$ cat config.mk
export PLATFORM = sky130hd
export DESIGN_NAME = stream_rr_fifo
export DESIGN_NICKNAME = d
export VERILOG_FILES = /design/src/rtl/stream_rr_fifo.sv
export SDC_FILE = /design/constraint.sdc
export NUM_CORES = 1
export LEC_CHECK = 0
export BUFFER_PORTS_ARGS = -buffer_cell sky130_fd_sc_hd__buf_2
export CAP_MARGIN = 25
export CORE_MARGIN = 8
export CORE_UTILIZATION = 35
export CTS_CLUSTER_SIZE = 40
export DETAILED_ROUTE_END_ITERATION = 16
export PLACE_DENSITY = 0.62
export SKIP_CTS_REPAIR_TIMING = 1
export SYNTH_ARGS = -nofsm -noshare
export SYNTH_HDL_FRONTEND = slang
export SYNTH_SLANG_ARGS = --single-unit
$ cat constraint.sdc
create_clock -name clk -period 12.56 [get_ports clk]
set_clock_uncertainty 0.2 [all_clocks]
set_input_delay 0 -clock clk [delete_from_list [all_inputs] [get_ports clk]]
set_output_delay 0 -clock clk [all_outputs]
set_load 0.02 [all_outputs]
$ cat src/rtl/stream_rr_fifo.sv
// stream_rr_fifo
//   Merges NCHAN valid/ready/data input streams into one output stream.
//   A round-robin arbiter selects one channel per cycle and writes its beat
//   into a DEPTH-entry FIFO. The output side is a plain valid/ready stream
//   driven from the FIFO head.
//
//   Optional feature, enabled by defining STREAM_RR_FIFO_CHAN_ID_EN:
//   each beat also stores its source channel index, presented on out_id
//   alongside out_data.
//
//   in_ready depends only on in_valid, the arbiter pointer, the occupancy
//   and rst. It never depends on out_ready. A full FIFO refuses a push even
//   when a pop happens in the same cycle.
module stream_rr_fifo #(
    parameter int WIDTH = 32,
    parameter int NCHAN = 4,
    parameter int DEPTH = 8
) (
    input  logic                                       clk,
    input  logic                                       rst,
    input  logic [NCHAN-1:0]                           in_valid,
    output logic [NCHAN-1:0]                           in_ready,
    input  logic [NCHAN*WIDTH-1:0]                     in_data,
    output logic                                       out_valid,
    input  logic                                       out_ready,
    output logic [WIDTH-1:0]                           out_data,
`ifdef STREAM_RR_FIFO_CHAN_ID_EN
    output logic [((NCHAN > 1) ? $clog2(NCHAN) : 1)-1:0] out_id,
`endif
    output logic [$clog2(DEPTH):0]                     level
);

    localparam int PW   = $clog2(DEPTH);
    localparam int CNTW = PW + 1;
    // A single channel still needs a 1-bit index; it is held at 0.
    localparam int CW   = (NCHAN > 1) ? $clog2(NCHAN) : 1;

    logic [PW-1:0]    r_wr_ptr;
    logic [PW-1:0]    r_rd_ptr;
    logic [CNTW-1:0]  r_count;
    logic [CW-1:0]    r_rr_ptr;
    logic [WIDTH-1:0] r_mem [DEPTH];
`ifdef STREAM_RR_FIFO_CHAN_ID_EN
    logic [CW-1:0]    r_id_mem [DEPTH];
`endif

    logic             w_full;
    logic             w_empty;
    logic             w_grant_vld;
    logic [CW-1:0]    w_grant_idx;
    logic [NCHAN-1:0] w_in_ready;
    logic             w_push;
    logic             w_pop;
    logic [WIDTH-1:0] w_push_data;

    assign w_full  = (r_count == CNTW'(DEPTH));
    assign w_empty = (r_count == '0);

    // Round-robin search: first valid channel starting at r_rr_ptr, wrapping.
    always_comb begin
        // NOTE: every output of a combinational block gets a default first,
        // so no path leaves it unassigned and no latch is inferred.
        w_grant_vld = 1'b0;
        w_grant_idx = '0;
        for (int k = 0; k < NCHAN; k++) begin
            if (!w_grant_vld && in_valid[(int'(r_rr_ptr) + k) % NCHAN]) begin
                w_grant_vld = 1'b1;
                w_grant_idx = CW'((int'(r_rr_ptr) + k) % NCHAN);
            end
        end
    end

    // Only the granted channel sees ready, and only when there is room and
    // the block is not in reset.
    always_comb begin
        w_in_ready = '0;
        if (w_grant_vld && !w_full && !rst) begin
            w_in_ready[w_grant_idx] = 1'b1;
        end
    end

    assign in_ready    = w_in_ready;
    assign w_push      = |(in_valid & w_in_ready);
    assign w_pop       = out_valid & out_ready;
    assign w_push_data = in_data[int'(w_grant_idx)*WIDTH +: WIDTH];

    // Storage write: the granted beat lands at the write pointer.
    always_ff @(posedge clk) begin
        // NOTE: the storage array has no reset. Its contents are only ever
        // read through r_rd_ptr while r_count says the entry is live, so
        // clearing it would add logic without changing behaviour.
        if (w_push) begin
            r_mem[r_wr_ptr] <= w_push_data;
`ifdef STREAM_RR_FIFO_CHAN_ID_EN
            r_id_mem[r_wr_ptr] <= w_grant_idx;
`endif
        end
    end

    // Pointer, occupancy and arbiter state, with synchronous reset.
    always_ff @(posedge clk) begin
        // NOTE: sequential state uses non-blocking assignments so every
        // register samples the pre-edge values, independent of statement order.
        if (rst) begin
            r_wr_ptr <= '0;
            r_rd_ptr <= '0;
            r_count  <= '0;
            r_rr_ptr <= '0;
        end else begin
            if (w_push) begin
                r_wr_ptr <= r_wr_ptr + PW'(1);
                // The channel after the winner gets first look next time.
                if (int'(w_grant_idx) == NCHAN - 1) begin
                    r_rr_ptr <= '0;
                end else begin
                    r_rr_ptr <= w_grant_idx + CW'(1);
                end
            end
            if (w_pop) begin
                r_rd_ptr <= r_rd_ptr + PW'(1);
            end
            case ({w_push, w_pop})
                2'b10:   r_count <= r_count + CNTW'(1);
                2'b01:   r_count <= r_count - CNTW'(1);
                default: r_count <= r_count;
            endcase
        end
    end

    assign out_valid = !w_empty;
    assign out_data  = r_mem[r_rd_ptr];
    assign level     = r_count;
`ifdef STREAM_RR_FIFO_CHAN_ID_EN
    assign out_id    = r_id_mem[r_rd_ptr];
`endif

endmodule

=== Word-level counts from Yosys, hierarchy flattened ===
Memories as Yosys holds them, arrays and structs flattened. A register that Yosys moved wholly into a read port is not among the register bits.
Index checks and enable logic that the tools add are counted.

* Order comparisons: 6
* Divide/modulo/power cells: 0
* Reductions and logical operators: 18
* Shift operators: 1
* Bitwise gates (word level): 5
* $mul: 0
* Multiplexer cells: 28
* Add/sub/neg operators: 8
* Eq/ne operators: 4

{| class="wikitable"
|+ Operators with widths
! operator !! number
|-
| variable part select 128 x 8 -> 32 bit || 1
|-
| 2-to-1 mux 1 bit || 14
|-
| less-than comparator 3 x 4 -> 1 bit (second input constant) || 3
|-
| 2-to-1 mux 2 bit || 5
|-
| binary-select mux 1 bit (select 2 bit) || 4
|-
| one-hot mux 4 bit (2 select lines) || 1
|-
| adder 3 x 1 -> 3 bit (second input constant) || 2
|-
| logical AND 1 bit || 6
|-
| logical NOT 1 bit || 6
|-
| less-than comparator 2 x 3 -> 1 bit (second input constant) || 2
|-
| 2-to-1 mux 3 bit || 2
|-
| OR reduction 2 bit || 3
|-
| adder 2 x 1 -> 2 bit (second input constant) || 2
|-
| adder 2 bit (second input constant) || 2
|-
| adder 4 x 1 -> 4 bit (second input constant) || 1
|-
| AND 4 bit || 1
|-
| equality test 2 x 1 -> 1 bit (second input constant) || 2
|-
| equality test 4 bit (second input constant) || 1
|-
| logical NOT 4 bit || 1
|-
| 2-to-1 mux 4 bit || 1
|-
| OR reduction 4 bit || 1
|-
| subtractor 4 x 1 -> 4 bit (second input constant) || 1
|-
| AND 1 bit (first input constant) || 3
|-
| demux 1 bit (select 2 bit) || 1
|-
| other kinds (4) || 4
|}

* Memory bits (writable): 256
* Input port bits: 135
* Latch bits: 0
* Bits in read-only memories: 0
* Register bits after elaboration: 12
* Memories kept: 1
* Output and inout bits: 41

{| class="wikitable"
|+ Memory list
! memory !! words !! width !! rd ports !! clocked after Yosys merged registers in !! wr ports !! RTL line !! source
|-
| r_mem || 8 || 32 || 1 || 1 || 1 || 42 || <nowiki>logic [WIDTH-1:0] r_mem [DEPTH];</nowiki>
|}

=== Longest topological paths before layout ===
* Word-level depth: 23
* Depth in mapped cells: 16

=== Least setup slack after synthesis ===
OpenSTA, ideal clock, no wires.

* Path kind: register to register
* From: register r_rr_ptr[1]
* To: memory r_mem[1][0] (enable)
* Slack: 6,544 ps
* Buffers on the path: 2
* Cell stages (with the launch flop): 11
* Data arrival time: 5,302 ps
* Clock period less this slack: 6,016 ps
* Required time: 11,847 ps
* Path through: dfxtp_1 > mux2i_1 > o22ai_2 > nor2_1 > buf_4 > buf_6 > ha_1 > and2_1 > or3_4 > o21ai_2 > nor4b_1

* Cells in the longest elaborated chain, start to end: 21

{| class="wikitable"
|+ RTL lines
! item !! RTL line !! source
|-
| start: declaration || 41 || <nowiki>logic [CW-1:0] r_rr_ptr;</nowiki>
|-
| start signal: assignment || 116 || <nowiki>r_rr_ptr <= w_grant_idx + CW'(1);</nowiki>
|-
| adder 2 x 1 -> 2 bit or binary-select mux 1 bit (select 2 bit) (tied branches) || 66, 68 ||
|-
| binary-select mux 1 bit (select 2 bit) or 2-to-1 mux 1 bit (tied branches) || 66 || <nowiki>if (!w_grant_vld && in_valid[(int'(r_rr_ptr) + k) % NCHAN]) begin</nowiki>
|-
| 2-to-1 mux 1 bit (not written as such) || 66 ||
|-
| 2-to-1 mux 1 bit (not written as such) or logical NOT 1 bit (tied branches) || 66 ||
|-
| logical AND 1 bit || 66 ||
|-
| 2-to-1 mux 1 bit || 66 ||
|-
| logical NOT 1 bit || 66 ||
|-
| logical AND 1 bit || 66 ||
|-
| (+5 left out) || - ||
|-
| logical AND 1 bit (not written as such) || 78 || <nowiki>w_in_ready[w_grant_idx] = 1'b1;</nowiki>
|-
| 2-to-1 mux 1 bit (not written as such) || 78 ||
|-
| demux 1 bit (select 2 bit) || 78 ||
|-
| 2-to-1 mux 4 bit (*) || 77 || <nowiki>if (w_grant_vld && !w_full && !rst) begin</nowiki>
|-
| AND 4 bit (*) || 83 || <nowiki>assign w_push = |(in_valid & w_in_ready);</nowiki>
|-
| OR reduction 4 bit (*) || 83 ||
|-
| 2-to-1 mux 1 bit (*) || 92 || <nowiki>if (w_push) begin</nowiki>
|-
| 2-to-1 mux 1 bit (not written as such) (*) || 93 || <nowiki>r_mem[r_wr_ptr] <= w_push_data;</nowiki>
|-
| end: declaration || 42 ||
|}

Mark *: on every way between the ends. The rest lies on a longest branch, timed or not. The select of a mux whose other input is x is not followed.

=== Worst setup path in the final report ===
* From: register r_rr_ptr[1]
* To: register r_count[3] (netlist: level[3])

* Cells in the longest elaborated chain, start to end: 21

{| class="wikitable"
|+ RTL lines
! item !! RTL line !! source
|-
| adder 2 x 1 -> 2 bit or binary-select mux 1 bit (select 2 bit) (tied branches) || 66, 68 ||
|-
| binary-select mux 1 bit (select 2 bit) or 2-to-1 mux 1 bit (tied branches) || 66 ||
|-
| 2-to-1 mux 1 bit (not written as such) || 66 ||
|-
| 2-to-1 mux 1 bit (not written as such) or logical NOT 1 bit (tied branches) || 66 ||
|-
| logical AND 1 bit || 66 ||
|-
| 2-to-1 mux 1 bit || 66 ||
|-
| logical NOT 1 bit || 66 ||
|-
| logical AND 1 bit || 66 ||
|-
| (+5 left out) || - ||
|-
| logical AND 1 bit (not written as such) || 78 ||
|-
| 2-to-1 mux 1 bit (not written as such) || 78 ||
|-
| demux 1 bit (select 2 bit) || 78 ||
|-
| 2-to-1 mux 4 bit (*) || 77 ||
|-
| AND 4 bit (*) || 83 ||
|-
| OR reduction 4 bit (*) || 83 ||
|-
| equality test 2 x 1 -> 1 bit or equality test 2 bit (tied branches) || 122 || <nowiki>case ({w_push, w_pop})</nowiki>
|-
| one-hot mux 4 bit (2 select lines) or nonzero test 2 bit (tied branches) || - ||
|-
| end signal: assignment || 123 || <nowiki>2'b10: r_count <= r_count + CNTW'(1);</nowiki>
|-
| end signal: assignment || 124 || <nowiki>2'b01: r_count <= r_count - CNTW'(1);</nowiki>
|-
| end signal: assignment || 125 || <nowiki>default: r_count <= r_count;</nowiki>
|-
| end: declaration || 40 || <nowiki>logic [CNTW-1:0] r_count;</nowiki>
|}

Marked as above.
A chain may end at the register's enable or synchronous reset.

==> results by group <==
Synthesis
  – Synth Warn #: 0
  – Largest family of logic cells by synthesized area: multiplexers
  – Post-Syn Nets: 743
  – Number of synthesized register bits: 271
  – Area contributors post-synth: edfxtp_1 66%, mux4_2 12%, mux2i_1 8.4%, mux2_2 3.1%, dfxtp_1 2.6%
  – Yosys cell types: 43
  – Post-Synth Adder-Cell Area: 0.818%
  – Syn_area_per_cell: 19.3 µm²
  – Post-Synthesis Cells: 601
  – Area share of the largest cell type after synthesis: 66.1%
  – Top cell type by total area after synthesis: edfxtp_1
  – Sequential cell area fraction in the yosys report: 68.7%
  – Synth Cell Area: 11600 µm²
  – Synth Area in XOR/XNOR: 0.377%
  – Simple-gate share of the synthesized area: 2.63%
  – Post-synthesis mux area share: 23.8%
  – Synth Area in Compound Gates: 1.83%

Final layout
  – Multi-input logic area: 3500 µm²
  – Number of diodes: 0
  – Layout area overhead: 25.7%
  – Share of cells above drive strength 1: 40.2%
  – Nets@finish: 979
  – Post-layout util: 44.8%
  – Fillers: 2832
  – Register area: 8000 µm²

Setup path
  – Worst R2R Path Depth: 15
  – FF-to-FF Start: r_rr_ptr[1]
  – Critical path's slowest cell: o21ai_2
  – Buffers & Inverters on Critical Path: 1
  – Crit-path cells: a21oi_1 > o21a_1 > o22ai_2 > inv_4 > ha_1 > and2_1 > or3_4 > o21ai_2 > ha_1 > ha_1 > a21o_1 > a21oi_1 > xnor2_1 > or3_1 > a21oi_1
  – CP delay by family, top: compound AO/OA/AOI/OAI gates
  – R2R Path End: level[3]
  – Slowest stage delay, CP: 640 ps
  – CP Class: register to register
  – CP required: 12820 ps
  – Critical Path AT: 5040 ps
  – Critical Path Source Type: register
  – Reg2reg setup slack: 7780 ps
  – CP Launch Point: r_rr_ptr[1]
  – Kind of end point of the critical path: register
  – CP Max Fanout: 36

Detailed routing
  – Via count: 6328
  – Wire per inst: 19.4 µm
  – 1st-pass router iterations: 6
  – Routed WL: 25300 µm
  – Antenna Violating Nets Remaining: 0
  – 1st-iter DRT viols: 414
  – Vias per Instance: 4.87
  – DR DRC count: 0

Timing
  – Tightest Pin Transition: 1010 ps
  – Hold WS: -76.5 ps
  – Final hold viol count: 123
  – Min cycle time layout: 4780 ps
  – Total negative slack: 0 ps
  – Fmax: 209 MHz
  – Slew HR: 32.4%
  – Unrepaired setup endpoints after global routing: false
  – Endpoints failing setup: 0
  – Max-slew violations: 0
  – Final period utilization: 38.0%

CTS
  – CTS Buf Count: 28
  – Worst-path clk slew: 60 ps
  – Clock Sinks: 271
  – Root Buffer: clkbuf_16
  – CTS tree: yes
  – Clk_lat worst skew: 530 ps
  – H-tree depth: 1
  – Max Buffers Root-to-Sink: 3

Worst hold path
  – WHS Path Cells: 3
  – Hold/Removal Path Class: input port to register
  – Hold endpoint: r_mem[3][22]
  – Hold_sp: in_data[22]

Floorplanning
  – Die area: 39300 µm²
  – Core Area: 32600 µm²
  – Initial Util: 35.6%
  – Die width: 198 µm
  – Cell Rows: 66
  – Io pins: 176
  – Die Y: 198 µm

Power and ir drop
  – Leakage power: 0.00514 µW
  – Combinational fraction of design power: 29.3%
  – Clock share of power: 28.9%
  – Switching part of the total: 29.5%
  – Peak supply drop: 0.148 mV
  – Switching pwr: 909 µW
  – Sequential power share: 41.8%
  – P per Cell Area: 211 nW/µm²
  – Pint: 2170 µW

Place
  – GPL Wtd Cong: 0.741
  – Port bufs: 175
  – HPWL Detailed: 15700 µm

Global routing
  – Gr ovfl total: 0
  – Initial antenna violation count: 0
  – First-pass GRT wire length: 37500 µm
  – Vias in the first global route: 6572
  – Global Route Usage Sum: 12.3%
  – Largest net degree at the start of global routing: 65

Status
  – Failing checks: negative hold slack
  – Status: complete, but fails checks

Flow run
  – Max-cap violations: 0
-- cell usage in the layout (no fill, tap or decap), types with 7 or more instances in the layout --
cell / n
edfxtp_1: 256
buf_2: 175
mux2i_1: 97
mux4_2: 64
dlygate4sd3_1: 52
mux2_2: 32
clkbuf_16: 29
dfxtp_1: 12
nor2_1: 11
a21oi_1: 10
buf_4: 10
nand2_1: 8
nor2b_1: 8
a31oi_1: 7
bufinv_16: 7
-- worst reg2reg max path, delay by kind of cell (launching register included) --
kind,cells,cell delay (ps)
buffers and inverters,1,380
AOI/OAI and AO/OA,7,1840
and+or+nand+nor,3,880
xor gates and xnor gates,1,90
DFF,1,420
adders and majority gates,3,900
-- metrics by stage --
stage	total power [µW]	setup slack, ps	instance area [µm²]	std cells
floorplan	1850	6540	11600	601
global placement	2170	7870	13000	1194
detailed placement	2180	7750	13100	1196
CTS	3070	7730	14100	1247
global route	3230	7320	14600	1300
finish	3080	7780	14600	1300
-- cells in the mapped netlist (all sizes together) --
library cell  number
edfxtp           256
mux2i             97
mux4              64
mux2              32
buf               22
dfxtp             15
nor2              14
clkbuf            12
a21oi             10
nand2              8
nor2b              8
a31oi              7
ha                 6
inv                6
nand2b             4
nand3              4
nor3               4
xor2               4
nor4b              3
o21ai              3
o311a              3
and2               2
nor4               2
o22ai              2
o311ai             2
or3                2
a211oi             1
a21o               1
fa                 1
nand3b             1
nor3b              1
nor4bb             1
o21a               1
or4                1
xnor2              1
-- cell families after synthesis --
group / after synthesis
fa+ha+maj: 7
mux: 193
xor+xnor: 5
buf+inv: 40
compound gates: 30
simple gates: 55
flops: 271
-- final cells by class --
| class | count | area share (%) |
|---|---|---|
| clock buffers | 31 | 5.02 |
| clock inverters | 20 | 1.86 |
| inverters | 6 | 0.171 |
| multi-input cells | 290 | 23.9 |
| flip-flops and latches | 271 | 54.7 |
| well taps | 442 | 3.78 |
| repair buffers | 240 | 10.5 |
-- sequential cells by signal, indices dropped and copies added (netlist names), named ones only --
name,flops
r_rr_ptr,2
r_rd_ptr,3
r_wr_ptr,3
level,4
r_mem,256
-- power by group through the flow --
| stage | Combinational [µW] | Sequential [µW] | Clock (µW) |
|---|---|---|---|
| 3_5_place_dp | 871 | 1310 | 0 |
| 4_1_cts | 874 | 1290 | 904 |
| 6_report | 901 | 1290 | 888 |
| 2_1_floorplan | 605 | 1250 | 0 |
| 5_1_grt | 988 | 1300 | 941 |
| 3_3_place_gp | 861 | 1310 | 0 |
-- metal layers --
layer / vias up / routed length, µm / track usage (%)
li1: 2938 / - / -
met1: 3171 / 11100 / 16.6
met2: 194 / 12100 / 20.3
met3: 25 / 1790 / 2.50
met4: 0 / 366 / 2.90
met5: - / 0 / 0
-- worst max path at each step --
stage | depth (start not counted) | endpoint
after detailed placement | 15 | level[3]
final | 15 | level[3]
after global routing | 15 | level[3]
after CTS | 15 | level[3]
after floorplan | 10 | r_mem[1][0]
after global placement | 15 | level[3]
No activity file was read; power rests on OpenSTA's default activity.
